### src/rtl/reg_pair_sequencer.sv
// GB80 16-bit register-pair LOAD/INC/DEC sequencer.
// Reads the pair, then writes it back bytewise (BC/DE/HL/AF) or as one word (PC/SP).
module reg_pair_sequencer #(
    parameter int DATA_WIDTH = 8,
    parameter int ADDR_WIDTH = 3
) (
    input  logic                    i_clk,
    input  logic                    i_reset,
    input  logic                    i_start,
    input  logic [1:0]              i_op,
    input  logic [ADDR_WIDTH-1:0]   i_pair,
    input  logic [DATA_WIDTH*2-1:0] i_imm,
    output logic                    o_busy,
    output logic                    o_done,
    output logic                    o_err,
    output logic [ADDR_WIDTH-1:0]   o_rf_addr_addr,
    output logic                    o_rf_addr_rd_en,
    input  logic [DATA_WIDTH*2-1:0] i_rf_addr_data,
    output logic                    o_rf_reg_wr_en,
    output logic [ADDR_WIDTH-1:0]   o_rf_reg_wr_addr,
    output logic [DATA_WIDTH-1:0]   o_rf_reg_data,
    output logic [DATA_WIDTH*2-1:0] o_rf_addr_data,
    output logic                    o_rf_pc_wr_en,
    output logic                    o_rf_sp_wr_en,
    output logic                    o_rf_flags_wr_en,
    output logic [3:0]              o_rf_flags
);

    localparam int PW = DATA_WIDTH * 2;

    localparam logic [1:0] OP_LOAD = 2'b00;
    localparam logic [1:0] OP_INC  = 2'b01;
    localparam logic [1:0] OP_RSV  = 2'b11;

    localparam logic [ADDR_WIDTH-1:0] P_BAD0 = ADDR_WIDTH'(0);
    localparam logic [ADDR_WIDTH-1:0] P_PC   = ADDR_WIDTH'(1);
    localparam logic [ADDR_WIDTH-1:0] P_BAD2 = ADDR_WIDTH'(2);
    localparam logic [ADDR_WIDTH-1:0] P_SP   = ADDR_WIDTH'(3);
    localparam logic [ADDR_WIDTH-1:0] P_BC   = ADDR_WIDTH'(4);
    localparam logic [ADDR_WIDTH-1:0] P_DE   = ADDR_WIDTH'(5);
    localparam logic [ADDR_WIDTH-1:0] P_HL   = ADDR_WIDTH'(6);
    localparam logic [ADDR_WIDTH-1:0] P_AF   = ADDR_WIDTH'(7);

    typedef enum logic [2:0] {
        S_IDLE,
        S_READ,
        S_WR16,
        S_WR_HI,
        S_WR_LO,
        S_DONE
    } state_t;

    state_t                state_q, state_d;
    logic [1:0]            op_q, op_d;
    logic [ADDR_WIDTH-1:0] pair_q, pair_d;
    logic [PW-1:0]         imm_q, imm_d;
    logic [PW-1:0]         result_q, result_d;
    logic                  err_q, err_d;

    logic                  illegal;
    logic                  is_word;
    logic [ADDR_WIDTH-1:0] hi_addr;
    logic [ADDR_WIDTH-1:0] lo_addr;

    assign illegal = (i_op == OP_RSV) || (i_pair == P_BAD0) || (i_pair == P_BAD2);
    assign is_word = (pair_q == P_PC) || (pair_q == P_SP);

    always_ff @(posedge i_clk) begin
        if (i_reset) begin
            state_q  <= S_IDLE;
            op_q     <= '0;
            pair_q   <= '0;
            imm_q    <= '0;
            result_q <= '0;
            err_q    <= 1'b0;
        end else begin
            state_q  <= state_d;
            op_q     <= op_d;
            pair_q   <= pair_d;
            imm_q    <= imm_d;
            result_q <= result_d;
            err_q    <= err_d;
        end
    end

    always_comb begin
        state_d  = state_q;
        op_d     = op_q;
        pair_d   = pair_q;
        imm_d    = imm_q;
        result_d = result_q;
        err_d    = err_q;
        case (state_q)
            S_IDLE: begin
                if (i_start) begin
                    op_d    = i_op;
                    pair_d  = i_pair;
                    imm_d   = i_imm;
                    err_d   = illegal;
                    state_d = illegal ? S_DONE : S_READ;
                end
            end
            S_READ: begin
                if (op_q == OP_LOAD) begin
                    result_d = imm_q;
                end else if (op_q == OP_INC) begin
                    result_d = i_rf_addr_data + PW'(1);
                end else begin
                    result_d = i_rf_addr_data - PW'(1);
                end
                state_d = is_word ? S_WR16 : S_WR_HI;
            end
            S_WR16:  state_d = S_DONE;
            S_WR_HI: state_d = (pair_q == P_AF) ? S_DONE : S_WR_LO;
            S_WR_LO: state_d = S_DONE;
            S_DONE:  state_d = S_IDLE;
            default: state_d = S_IDLE;
        endcase
    end

    // A sits at code 7, so the high-byte address is not simply {pair,0}
    always_comb begin
        hi_addr = '0;
        lo_addr = '0;
        case (pair_q)
            P_BC: begin
                hi_addr = ADDR_WIDTH'(0);
                lo_addr = ADDR_WIDTH'(1);
            end
            P_DE: begin
                hi_addr = ADDR_WIDTH'(2);
                lo_addr = ADDR_WIDTH'(3);
            end
            P_HL: begin
                hi_addr = ADDR_WIDTH'(4);
                lo_addr = ADDR_WIDTH'(5);
            end
            P_AF: begin
                hi_addr = ADDR_WIDTH'(7);
            end
            default: begin
                hi_addr = '0;
                lo_addr = '0;
            end
        endcase
    end

    always_comb begin
        o_busy           = (state_q != S_IDLE);
        o_done           = 1'b0;
        o_err            = 1'b0;
        o_rf_addr_addr   = '0;
        o_rf_addr_rd_en  = 1'b0;
        o_rf_reg_wr_en   = 1'b0;
        o_rf_reg_wr_addr = '0;
        o_rf_reg_data    = '0;
        o_rf_addr_data   = '0;
        o_rf_pc_wr_en    = 1'b0;
        o_rf_sp_wr_en    = 1'b0;
        o_rf_flags_wr_en = 1'b0;
        o_rf_flags       = '0;
        case (state_q)
            S_READ: begin
                o_rf_addr_addr  = pair_q;
                o_rf_addr_rd_en = 1'b1;
            end
            S_WR16: begin
                o_rf_addr_data = result_q;
                o_rf_pc_wr_en  = (pair_q == P_PC);
                o_rf_sp_wr_en  = (pair_q == P_SP);
            end
            S_WR_HI: begin
                o_rf_reg_wr_en   = 1'b1;
                o_rf_reg_wr_addr = hi_addr;
                o_rf_reg_data    = result_q[PW-1:DATA_WIDTH];
                if (pair_q == P_AF) begin
                    o_rf_flags_wr_en = 1'b1;
                    o_rf_flags       = result_q[DATA_WIDTH-1 -: 4];
                end
            end
            S_WR_LO: begin
                o_rf_reg_wr_en   = 1'b1;
                o_rf_reg_wr_addr = lo_addr;
                o_rf_reg_data    = result_q[DATA_WIDTH-1:0];
            end
            S_DONE: begin
                o_done = 1'b1;
                o_err  = err_q;
            end
            default: begin
                o_busy = 1'b0;
            end
        endcase
    end

endmodule

### config.mk
export PLATFORM = sky130hd
export DESIGN_NAME = reg_pair_sequencer
export DESIGN_NICKNAME = d
export VERILOG_FILES = /design/src/rtl/reg_pair_sequencer.sv
export SDC_FILE = /design/constraint.sdc
export NUM_CORES = 1
export LEC_CHECK = 0
export BUFFER_PORTS_ARGS = -buffer_cell sky130_fd_sc_hd__buf_2
export CAP_MARGIN = 20
export CORE_ASPECT_RATIO = 0.5
export CORE_MARGIN = 5
export CORE_UTILIZATION = 35
export CTS_BUF_LIST = sky130_fd_sc_hd__clkbuf_2 sky130_fd_sc_hd__clkbuf_4 sky130_fd_sc_hd__clkbuf_8
export CTS_CLUSTER_DIAMETER = 40
export DETAILED_ROUTE_END_ITERATION = 10
export PLACE_DENSITY = 0.63
export SYNTH_ARGS = -nofsm -noshare
export SYNTH_HDL_FRONTEND = slang
export SYNTH_SLANG_ARGS = --single-unit
export TNS_END_PERCENT = 50
### constraint.sdc
create_clock -name i_clk -period 2.95 [get_ports i_clk]
set_input_delay 0 -clock i_clk [delete_from_list [all_inputs] [get_ports i_clk]]
set_output_delay 0 -clock i_clk [all_outputs]
set_load 0.01 [all_outputs]
# Yosys cells after proc, flatten, opt, wreduce, memory -nomap -nowiden
# Cells that the tools add are included.
totals:
  n_memories: 0
  latchBits: 0
  mem_bits_rw: 0
  rom_bits: 0
  out_inout_bits: 42
  reg_bits: 41
  word_cells: 58
op_classes:
  shifts: 0
  n_eq_ne: 15
  n_lt_le_gt_ge: 0
  mux: 24
  div: 0
  n_mul: 0
  n_reduce_logical: 11
  add_sub_neg: 2
  n_bitwise: 0
ops:
  columns: ["op", "count"]
  rows:
  - ["$mux 16", 3]
  - ["$eq 3x3->1 const B", 6]
  - ["$pmux 3 s3", 2]
  - ["$add 16x1->16 const B", 1]
  - ["$pmux 8 s2", 1]
  - ["$sub 16x1->16 const B", 1]
  - ["$eq 3x2->1 const B", 4]
  - ["$pmux 3 s4", 1]
  - ["$mux 1", 11]
  - ["$mux 3", 3]
  - ["$mux 4", 2]
  - ["$eq 3x1->1 const B", 2]
  - ["$logic_not 3->1", 2]
  - ["$pmux 3 s2", 1]
  - ["$reduce_or 5->1", 1]
  - ["$reduce_or 2->1", 2]
  - ["$logic_or 1x1->1", 3]
  - ["$reduce_bool 3->1", 1]
  - ["$eq 2x1->1 const B", 1]
  - ["$eq 2x2->1 const B", 1]
  - ["$logic_not 2->1", 1]
  - ["$ne 2x2->1 const B", 1]
  - ["$reduce_and 2->1", 1]

# Depth between registers and ports, before layout
depth:
  depth_word: 6
  mapped_depth: 9
  depth_no_buf: 9

# Least setup slack after synthesis
# OpenSTA, ideal clock, no wires.
synth_path:
  kind: "flip-flop to flip-flop"
  from: "register op_q[1]"
  to: "register result_q[8]"
  path_slack_ns: 0.457
  stages_incl_launch_ff: 10
  period_less_slack_ns: 2.493
  required_ns: 2.876
  path_buffers: 0
  arrival_ns: 2.419
  setup_time_ns: 0.074
  cell_sequence: "dfxtp_1 > nand2b_1 > inv_1 > fa_1 > nor2b_1 > o2111a_1 > o211a_1 > nor2b_1 > or4_1 > a31oi_1"
synth_via:
  elab_chain_cells: 3
synth_rtl:
  columns: ["element", "line_no", "rtl"]
  rows:
  - ["start, declared", "54", "logic [1:0] op_q, op_d;"]
  - ["start signal, assigned", "78", "op_q <= op_d;"]
  - ["$eq 2x1->1", "106", "end else if (op_q == OP_INC) begin"]
  - ["$mux 16", "106", null]
  - ["$mux 16 *", "104", "if (op_q == OP_LOAD) begin"]
  - ["end signal, assigned", "81", "result_q <= result_d;"]
  - ["end, declared", "57", "logic [PW-1:0] result_q, result_d;"]
# Every way passes the cells marked *; elsewhere a longest branch is shown, timed or not.
# A chain may end at the register's enable or synchronous reset.

# Worst setup path after layout
# Ends and elaborated chain as after synthesis.

==> key figures <==
Yosys
  • Dominant cell type by area after synthesis: sky130_fd_sc_hd__dfxtp_1
  • Area fraction of the dominant cell type after synthesis: 29.54%
  • Number of standard cells after synthesis: around 360
  • Share of async-settable or async-resettable flops after synthesis: 0%
  • Cell with the most instances after synthesis: sky130_fd_sc_hd__nand2_1
  • Number of enable-type register cells in the synthesized netlist: 0
  • Leading cell types by count after synthesis: 65 x sky130_fd_sc_hd__nand2_1, 49 x sky130_fd_sc_hd__a21oi_1, 41 x sky130_fd_sc_hd__dfxtp_1
  • Most used flip-flop cell after synthesis: sky130_fd_sc_hd__dfxtp_1
  • Average cell area after synthesis: 7.655 µm²
  • Largest cells by area after synthesis: sky130_fd_sc_hd__dfxtp_1 30%, sky130_fd_sc_hd__a21oi_1 8.8%, sky130_fd_sc_hd__nand2_1 8.8%, sky130_fd_sc_hd__ha_1 7.2%, sky130_fd_sc_hd__and2_1 5.6%
  • Synth Net Count: between 400 and 500
  • Synth cell types: 49
  • Post-synthesis instance area: between 0.002 and 0.003 mm²
  • Seq/Total Area, Yosys: roughly 30%
  • Number of register bits inferred by synthesis: 41
  • Syn. warnings: 0

GRT
  • First-pass GRT wire length: around 13 mm
  • Number of global-route vias before repair: around 2700
  • Total track usage: between 15 and 20%
  • Maximum number of pins on one net before global-route repair: 42
  • Antenna violations before repair: 0
  • Global route overflow: 0

STA
  • Final worst path period share: a little under nine tenths
  • Final hold violation count: 0
  • Worst Max-Slew Pin Slew: just under 0.8 ns
  • Final setup vio count: 0
  • Setup TNS: 0 ns
  • Normalized max-slew margin: between 40 and 50%
  • Number of max-slew violations in the final report: 0
  • RSZ-0062 raised after global routing: no
  • Minimum clock period: between 2 and 3 ns
  • Clock tree skew after final layout: 0.008307 ns
  • FMAX: about 0.4 GHz

Critical path
  • Crit-path slowest cell: sky130_fd_sc_hd__or4_1
  • Worst path cell trace: nand2b_1 > buf_4 > inv_1 > fa_1 > nor2b_1 > o2111a_1 > o211a_1 > nor2b_1 > or4_1 > a31oi_1
  • Worst setup path class: reg -> reg
  • Number of buffer and inverter instances along the worst setup path: 2
  • Data required, critical path: 3.16 ns
  • Nature of the critical path startpoint: flop
  • Category of cells accounting for the largest share of critical-path delay: simple AND/OR/NAND/NOR gates
  • Cell repeated most along the worst path: sky130_fd_sc_hd__nor2b_1
  • Slowest stage delay, CP: approximately 0.40 ns
  • Worst-path fanout max: 17
  • Worst setup EP type: flop
  • Worst path arrival time: between 2 and 3 ns

Flow run
  • Max-capacitance violation count: 0

Clocking
  • Sinks on Clock Net: roughly 40
  • Later-pin clock latency in the skew report: ~0.30 ns
  • Maximum root-to-sink buffer count: 2
  • Number of H-tree branching levels: 2
  • Root Buffer: sky130_fd_sc_hd__clkbuf_8
  • TritonCTS clock tree: built
  • Number of buffers added by the clock tree synthesis step: 5
  • Clock-pin slew reported for the worst setup and hold paths after clock tree synthesis: around 0.08 ns

Detailed routing
  • Post-route DRC violation count: 0
  • Per-cell routed wire length: between 10 and 15 µm
  • Number of iterations in the first detailed-routing pass: 4
  • Post-route ant nets: 0
  • Wirelength, routed: about 8.2 mm
  • Number of design-rule violations left by the first detailed-router iteration: 156
  • Vias: about 2900
  • Average vias per placed instance: ~5

Power and ir drop
  • Power per Cell Area: 456.9 mW/mm²
  • Max VDD drop: ~0.16 mV
  • Post-layout power: roughly 1600 µW
  • Static leakage: 0.001581 µW

Floorplanning
  • DIE HEIGHT: between 70 and 80 µm
  • X dimension of the die: approximately 140 µm
  • Starting Density: approximately 35%
  • Core area: just under 0.008 mm²
  • Die footprint: 0.009930 mm²
  • Count of pins on the block boundary: 82
  • Total number of placement rows: 23

Layout
  • Share of post-route cells with drive strength above 1: between 20% and 30%
  • Final non-filler cell area: ~0.0036 mm²
  • Layout overhead on the synthesized area: 28.41%
  • Inserted Diodes: 0
  • Utilization after layout: a little under half
  • Area taken by multi-input logic gates: approximately 0.0018 mm²
  • Total number of nets in the final design: between 500 and 600
  • Area used by sequential logic in the layout: around 800 µm²
  • Fill cell count: about 820
  • Number of non-filler instances in the completed layout: 567

Place
  • HPWL after DPL: between 6 and 7 mm
  • Gp weighted congestion: 0.8438
  • Placed standard-cell area: 0.003292 mm²
  • Inst Count DP: 540
  • I/O Buffers: 81

Status
  • Status: finished, final reports clean

Worst hold path
  • Hold Crit Class: in -> reg
## logic make-up after synthesis
kind of cell	synth area share [%]
DFF	29.54
and+or+nand+nor	24.49
adders and majority gates	7.924
AOI/OAI and AO/OA	29.58
xor gates and xnor gates	3.467
buffers and inverters	4.998
## worst min-delay path, stage by stage
cell                      delay, ns
sky130_fd_sc_hd__buf_2         0.11
sky130_fd_sc_hd__nand2_1       0.09
sky130_fd_sc_hd__a21oi_1       0.07
## power breakdown
group	leakage, µW	internal, µW	switching, µW
clock network	0.0000439	163	195
registers	0.000336	613	58.9
logic	0.00120	245	356
## layer usage
metal	global-route usage (%)	wire (µm)
met1	24.35	4042
met4	3.799	88
met2	26.30	3467
met5	0	0
met3	2.135	555
## final timing paths
check,startpoint,endpoint,slack (ns),cells after the start
setup / recovery,op_q[1]$_SDFFE_PP0P_,result_q[8]$_SDFFE_PP0P_,0.41,10
setup reg to reg,op_q[1]$_SDFFE_PP0P_,result_q[8]$_SDFFE_PP0P_,0.41,10
hold / removal,i_op[1],op_q[1]$_SDFFE_PP0P_,0.02,3
hold reg to reg,imm_q[8]$_SDFFE_PP0P_,imm_q[8]$_SDFFE_PP0P_,0.46,2
## area by class of cell
class                           count  area share [%]
Multi-Input combinational cell    287           51.12
Sequential cell                    41           23.00
Timing Repair Buffer              108           18.37
Tap cell                          112           3.927
Clock buffer                        5           1.928
Inverter                           11           1.157
Clock inverter                      3          0.4909
## flip-flops by register name, summed over array words and instances (netlist names)
signal / cells
imm_q: 16
pair_q: 3
err_q: 1
state_q: 3
result_q: 16
op_q: 2
## layout by cell type, fill, tap and decap left out, drive strengths merged, types with 3 or more instances in the layout
master / synthesis / final
o21a: 3 / 3
nor2: 17 / 17
a211oi: 5 / 5
a311oi: 5 / 5
buf: 6 / 89
or3: 4 / 4
nand2: 65 / 65
o21ai: 19 / 19
nand3: 4 / 4
nor3: 5 / 5
xnor2: 8 / 8
a21o: 4 / 4
dfxtp: 41 / 41
a31oi: 4 / 4
inv: 11 / 11
xor2: 3 / 3
nor2b: 4 / 4
a22o: 8 / 8
and3: 3 / 3
a21oi: 50 / 50
nor3b: 4 / 4
clkbuf: 18 / 5
a221oi: 5 / 5
ha: 16 / 16
dlygate4sd3: 0 / 19
and2: 25 / 25
o211ai: 3 / 3
## per-stage QoR
step / hold slack (ns) / setup slack (ns)
floorplan: 0.1360 / 0.4566
global placement: 0.2454 / 0.5259
detailed placement: 0.2483 / 0.4420
CTS: 0.01692 / 0.4203
global route: 0.03472 / 0.1868
finish: 0.01554 / 0.4139
## what timing repair did
action	in CTS	in global routing
setup buffers	0	0
gates resized for setup	0	0
hold buffers	19	0
hold endpoints to repair	19	0
Note: power is estimated with default switching activity, not from simulation.
